--- src/rtl/nand_op_sequencer.sv ---
// rtl/nand_op_sequencer.sv - round-robin sequencer time-sharing one WIDTH-bit NAND stage
module nand_op_sequencer #(
  parameter int NUM_REQ = 4,
  parameter int WIDTH   = 1
) (
  input  logic                     clk,
  input  logic                     rst_n,
  input  logic [NUM_REQ-1:0]       req,
  input  logic [3*NUM_REQ-1:0]     op,
  input  logic [WIDTH*NUM_REQ-1:0] A,
  input  logic [WIDTH*NUM_REQ-1:0] B,
  output logic [NUM_REQ-1:0]       gnt,
  output logic [NUM_REQ-1:0]       done,
  output logic [WIDTH-1:0]         result,
  output logic                     busy
);
  localparam int IDW = $clog2(NUM_REQ);

  typedef enum logic [1:0] {S_IDLE, S_EXEC, S_DONE} state_t;
  state_t state, state_nxt;

  logic [IDW-1:0]   ptr, id, win, cand;
  logic             found;
  logic [2:0]       op_q, step, sel_op;
  logic [WIDTH-1:0] a_q, b_q, t1, t2, t3, nx, ny, nand_out, sel_a, sel_b;
  logic             last_step;
  int               idx;

  function automatic logic [2:0] last_step_of(input logic [2:0] opc);
    case (opc)
      3'd0, 3'd6: return 3'd0;
      3'd1, 3'd7: return 3'd1;
      3'd2:       return 3'd2;
      3'd3, 3'd4: return 3'd3;
      default:    return 3'd4;
    endcase
  endfunction

  // Round-robin search starting at ptr, wrapping modulo NUM_REQ.
  always_comb begin
    found = 1'b0;
    win   = '0;
    idx   = 0;
    cand  = '0;
    for (int i = 0; i < NUM_REQ; i++) begin
      idx = int'(ptr) + i;
      if (idx >= NUM_REQ) idx = idx - NUM_REQ;
      cand = IDW'(idx);
      if (!found && req[cand]) begin
        found = 1'b1;
        win   = cand;
      end
    end
  end

  always_comb begin
    sel_op = '0;
    sel_a  = '0;
    sel_b  = '0;
    for (int i = 0; i < NUM_REQ; i++) begin
      if (win == IDW'(i)) begin
        sel_op = op[3*i +: 3];
        sel_a  = A[WIDTH*i +: WIDTH];
        sel_b  = B[WIDTH*i +: WIDTH];
      end
    end
  end

  // Operand routing into the shared NAND for each (opcode, step) pair.
  always_comb begin
    nx = a_q;
    ny = b_q;
    case (op_q)
      3'd1: if (step != 3'd0) begin nx = t1; ny = t1; end
      3'd2, 3'd3: begin
        case (step)
          3'd0:    begin nx = a_q; ny = a_q; end
          3'd1:    begin nx = b_q; ny = b_q; end
          3'd2:    begin nx = t1;  ny = t2;  end
          default: begin nx = t3;  ny = t3;  end
        endcase
      end
      3'd4, 3'd5: begin
        case (step)
          3'd0:    begin nx = a_q; ny = b_q; end
          3'd1:    begin nx = a_q; ny = t1;  end
          3'd2:    begin nx = b_q; ny = t1;  end
          3'd3:    begin nx = t2;  ny = t3;  end
          default: begin nx = t1;  ny = t1;  end
        endcase
      end
      3'd6: begin nx = a_q; ny = a_q; end
      3'd7: begin
        if (step == 3'd0) begin nx = a_q; ny = a_q; end
        else begin nx = t1; ny = t1; end
      end
      default: begin nx = a_q; ny = b_q; end
    endcase
  end

  assign nand_out  = ~(nx & ny);
  assign last_step = (step == last_step_of(op_q));
  assign busy      = (state != S_IDLE);

  always_comb begin
    state_nxt = state;
    case (state)
      S_IDLE:  if (found) state_nxt = S_EXEC;
      S_EXEC:  if (last_step) state_nxt = S_DONE;
      S_DONE:  state_nxt = S_IDLE;
      default: state_nxt = S_IDLE;
    endcase
  end

  always_ff @(posedge clk or negedge rst_n) begin
    if (!rst_n) state <= S_IDLE;
    else        state <= state_nxt;
  end

  always_ff @(posedge clk or negedge rst_n) begin
    if (!rst_n) begin
      gnt    <= '0;
      done   <= '0;
      result <= '0;
      ptr    <= '0;
      id     <= '0;
      op_q   <= '0;
      step   <= '0;
      a_q    <= '0;
      b_q    <= '0;
      t1     <= '0;
      t2     <= '0;
      t3     <= '0;
    end else begin
      gnt  <= '0;
      done <= '0;
      case (state)
        S_IDLE: if (found) begin
          gnt  <= NUM_REQ'(1) << win;
          id   <= win;
          op_q <= sel_op;
          a_q  <= sel_a;
          b_q  <= sel_b;
          step <= '0;
          ptr  <= (win == IDW'(NUM_REQ-1)) ? '0 : win + 1'b1;
        end
        S_EXEC: begin
          if (last_step) begin
            result <= nand_out;
            done   <= NUM_REQ'(1) << id;
            step   <= '0;
          end else begin
            step <= step + 3'd1;
            // XNOR's fourth step reuses t1, which is dead by then.
            case (step)
              3'd0:    t1 <= nand_out;
              3'd1:    t2 <= nand_out;
              3'd2:    t3 <= nand_out;
              default: t1 <= nand_out;
            endcase
          end
        end
        default: ;
      endcase
    end
  end
endmodule
--- config.mk ---
export PLATFORM = sky130hd
export DESIGN_NAME = nand_op_sequencer
export DESIGN_NICKNAME = d
export VERILOG_FILES = /design/src/rtl/nand_op_sequencer.sv
export SDC_FILE = /design/constraint.sdc
export NUM_CORES = 1
export LEC_CHECK = 0
export ABC_AREA = 1
export BUFFER_PORTS_ARGS = -buffer_cell sky130_fd_sc_hd__buf_2
export CORE_ASPECT_RATIO = 0.5
export CORE_MARGIN = 2
export CORE_UTILIZATION = 24
export DETAILED_ROUTE_END_ITERATION = 8
export PLACE_DENSITY = 0.47
export SLEW_MARGIN = 20
export SYNTH_ARGS = -nofsm -noshare
export SYNTH_HDL_FRONTEND = slang
export SYNTH_SLANG_ARGS = --single-unit
--- constraint.sdc ---
create_clock -name clk -period 6.5 [get_ports clk]
set_input_delay 0 -clock clk [delete_from_list [all_inputs] [get_ports clk]]
set_output_delay 0 -clock clk [all_outputs]
set_load 0.05 [all_outputs]
==> run summary <==
Crit. Startpoint - ptr[0]
Total grt overflow - 0
Netlist cell types - 25
Min Tclk post-route - 2.70 ns
Layout cells sized above 1 - 0.200
Min-delay src - A[3]
Hold Path Class - primary input to register
Arrival time at the worst endpoint - 2.89 ns
Count leader, synth - nand2_1
Synthesized area - 1870 sq um
H-tree Lvls - 1
Synth Instances - 275
Register bit total from synthesis - 26
RePlAce Congestion - 0.872
Clock Latency Late Sink - 0.26 ns
Core Footprint - 7430 sq um
Synth top cells by count - nand2_1 (87), inv_1 (35), nand3_1 (32)
Top FF cell, synth - dfrtp_1
Clk sink count - 26
Drc violations - 0
Area of the multi-input gates - 1020 sq um
Peak Freq - 371 MHz
Nets - 346
FF/Latch Area - 651 sq um
Clk slew on worst S/H paths - 0.07 ns
WL/cell - 10.6 um
Setup Buffers After CTS - 0
Layout area overhead - 19.5%
Die Height - 66.4 um
Worst Tran Pin Value - 0.606 ns
# setup viols final - 0
CTS buffer count - 3
Top-area cell type share of the netlist area - 0.348
Syn avg cell area - 6.81 sq um
Critical path startpoint category - register
Critical R2R Launch - ptr[0]
First-pass detailed-route iteration total - 5
CP Max Fanout - 13
Synth area leader - dfrtp_1
Number of flops mapped to enable cells by yosys - 0
Drt initial violations - 116
Ys async rst share - 1.00
I/O pin total - 36
Unrepaired setup endpoints after global routing - false
Fin Clk Skew - 0.00591 ns
Largest net degree at the start of global routing - 27
Final ANT Viol Nets - 0
First-pass GRT wire length - 7.41 mm
Syn nets - 310
Vias in the first global route - 1638
Reg2Reg Depth - 17
Crit share post-route - 0.415
Tot GR Track Use - 0.107
Final Max Slew Viols - 0
Ranking of synthesized cells by area - dfrtp_1 (35%), nand2_1 (17%), nand3_1 (8.6%)
Drt via density - 4.38
Initial Util - 0.252
CP most frequent cell - nand2_1
Number of max-cap violations - 0
Detailed Route WL - 4.31 mm
Row cnt - 22
Relative slew slack - 0.596
Initial antenna violation count - 0
Total number of vias - 1777
TritonCTS clock tree - done
Bufs on Longest Clock Path - 2
Critical path endpoint category - register
HPWL Detailed - 3.47 mm
DIE WIDTH - 129 um
Critical Path, Cell by Cell - inv_1 -> nand2_1 -> nand2_1 -> nand2_1 -> nand2_2 -> nor2_4 -> nand3_2 -> nand3_1 -> inv_1 -> ha_1 -> nor2_1 -> nand2_1 -> nand2_1 -> o21ai_0 -> o21ai_0 -> nand2_2 -> o21ai_2
Final hold violations - 0
Resized Gates After CTS - 0
Die ar. - 8560 sq um
Worst Hold Depth - 5
Slowest CP cell - dfrtp_1
Port Buffers - 35
Status - complete, no violations
Setup TNS - 0 ns
Critical path type - register to register
Max incr delay on CP - 0.56 ns
Critical Path RT - 6.69 ns
Warnings, synthesis - 0
Seq/Total Area, Yosys - 0.348
Ant. Diodes - 0
Clk root buf - clkbuf_16
Fillers - 831
-- final cells by class --
class,count,share of cell area
Inverter,40,0.0683
Multi-Input combinational cell,204,0.457
Timing Repair Buffer,36,0.0828
Tap cell,96,0.0537
Clock buffer,3,0.0336
Clock inverter,1,0.0134
Sequential cell,26,0.291
-- path summary, 6_finish.rpt --
kind,endpoint,slack (ns)
worst max-delay path,op_q[0],3.80
worst min-delay path,a_q,0.07
worst max register to register,op_q[0],3.80
worst min register to register,done[0],0.48
max in group asynchronous,t2,5.81
min in group asynchronous,done[0],0.29
-- through the flow --
stage	setup WS (ns)	instance area [sq um]	hold slack (ns)	cells	util
after floorplan	4.27	1870	-0.296	275	-
after global placement	3.93	2120	0.0374	401	0.285
after detailed placement	3.82	2120	0.0567	401	0.285
after CTS	3.81	2240	0.0683	406	0.301
after global routing	3.46	2240	0.0998	406	0.301
final	3.80	2240	0.0688	406	0.301
-- layer usage --
metal / share of wire / vias up / routed length (um) / track usage
met3: 0.016 / 5 / 71 / 0.0146
met2: 0.47 / 19 / 2020 / 0.177
met5: 0 / - / 0 / 0
met4: 0.0088 / 0 / 38 / 0.0245
met1: 0.50 / 811 / 2170 / 0.149
li1: - / 942 / - / -
-- cells in the final DEF (no fill, tap or decap), drive strengths merged, types with 4 or more instances in the layout --
cell	instances
a21oi	10
buf	35
dfrtp	26
ha	9
inv	40
nand2	96
nand3	34
nor2	21
nor3	4
o21ai	26
-- sequential cells by signal, indices dropped and copies added (netlist names) --
name    flops
b_q         1
gnt         4
step        3
t1          1
t2          1
result      1
t3          1
ptr         2
a_q         1
op_q        3
done        4
state       2
id          2
-- worst max-delay path, delay by kind of cell (launching register included) --
| family | cells | cell delay [ns] |
|---|---|---|
| compound gates | 3 | 0.32 |
| fa+ha+maj | 1 | 0.27 |
| buf+inv | 2 | 0.25 |
| flops | 1 | 0.56 |
| simple gates | 11 | 1.23 |
-- kinds of logic (layout without fill, tap and decap cells) --
| kind of cell | count (synthesis) | in the layout | share of synthesized area |
|---|---|---|---|
| AND/OR/NAND/NOR | 156 | 156 | 0.368 |
| AO/OA/AOI/OAI | 38 | 38 | 0.114 |
| flip-flops | 26 | 26 | 0.348 |
| buffers and inverters | 45 | 80 | 0.106 |
| adder cells (fa/ha/maj) | 9 | 9 | 0.0602 |
| XOR/XNOR | 1 | 1 | 0.00468 |
-- timing repair --
action	CTS	global route
setup endpoints to repair	0	0
endpoints found under the hold margin	26	0
hold buffers	1	0
Power is not shown: default switching activity piles up to over one toggle a cycle in this logic, so the estimate is an artifact.
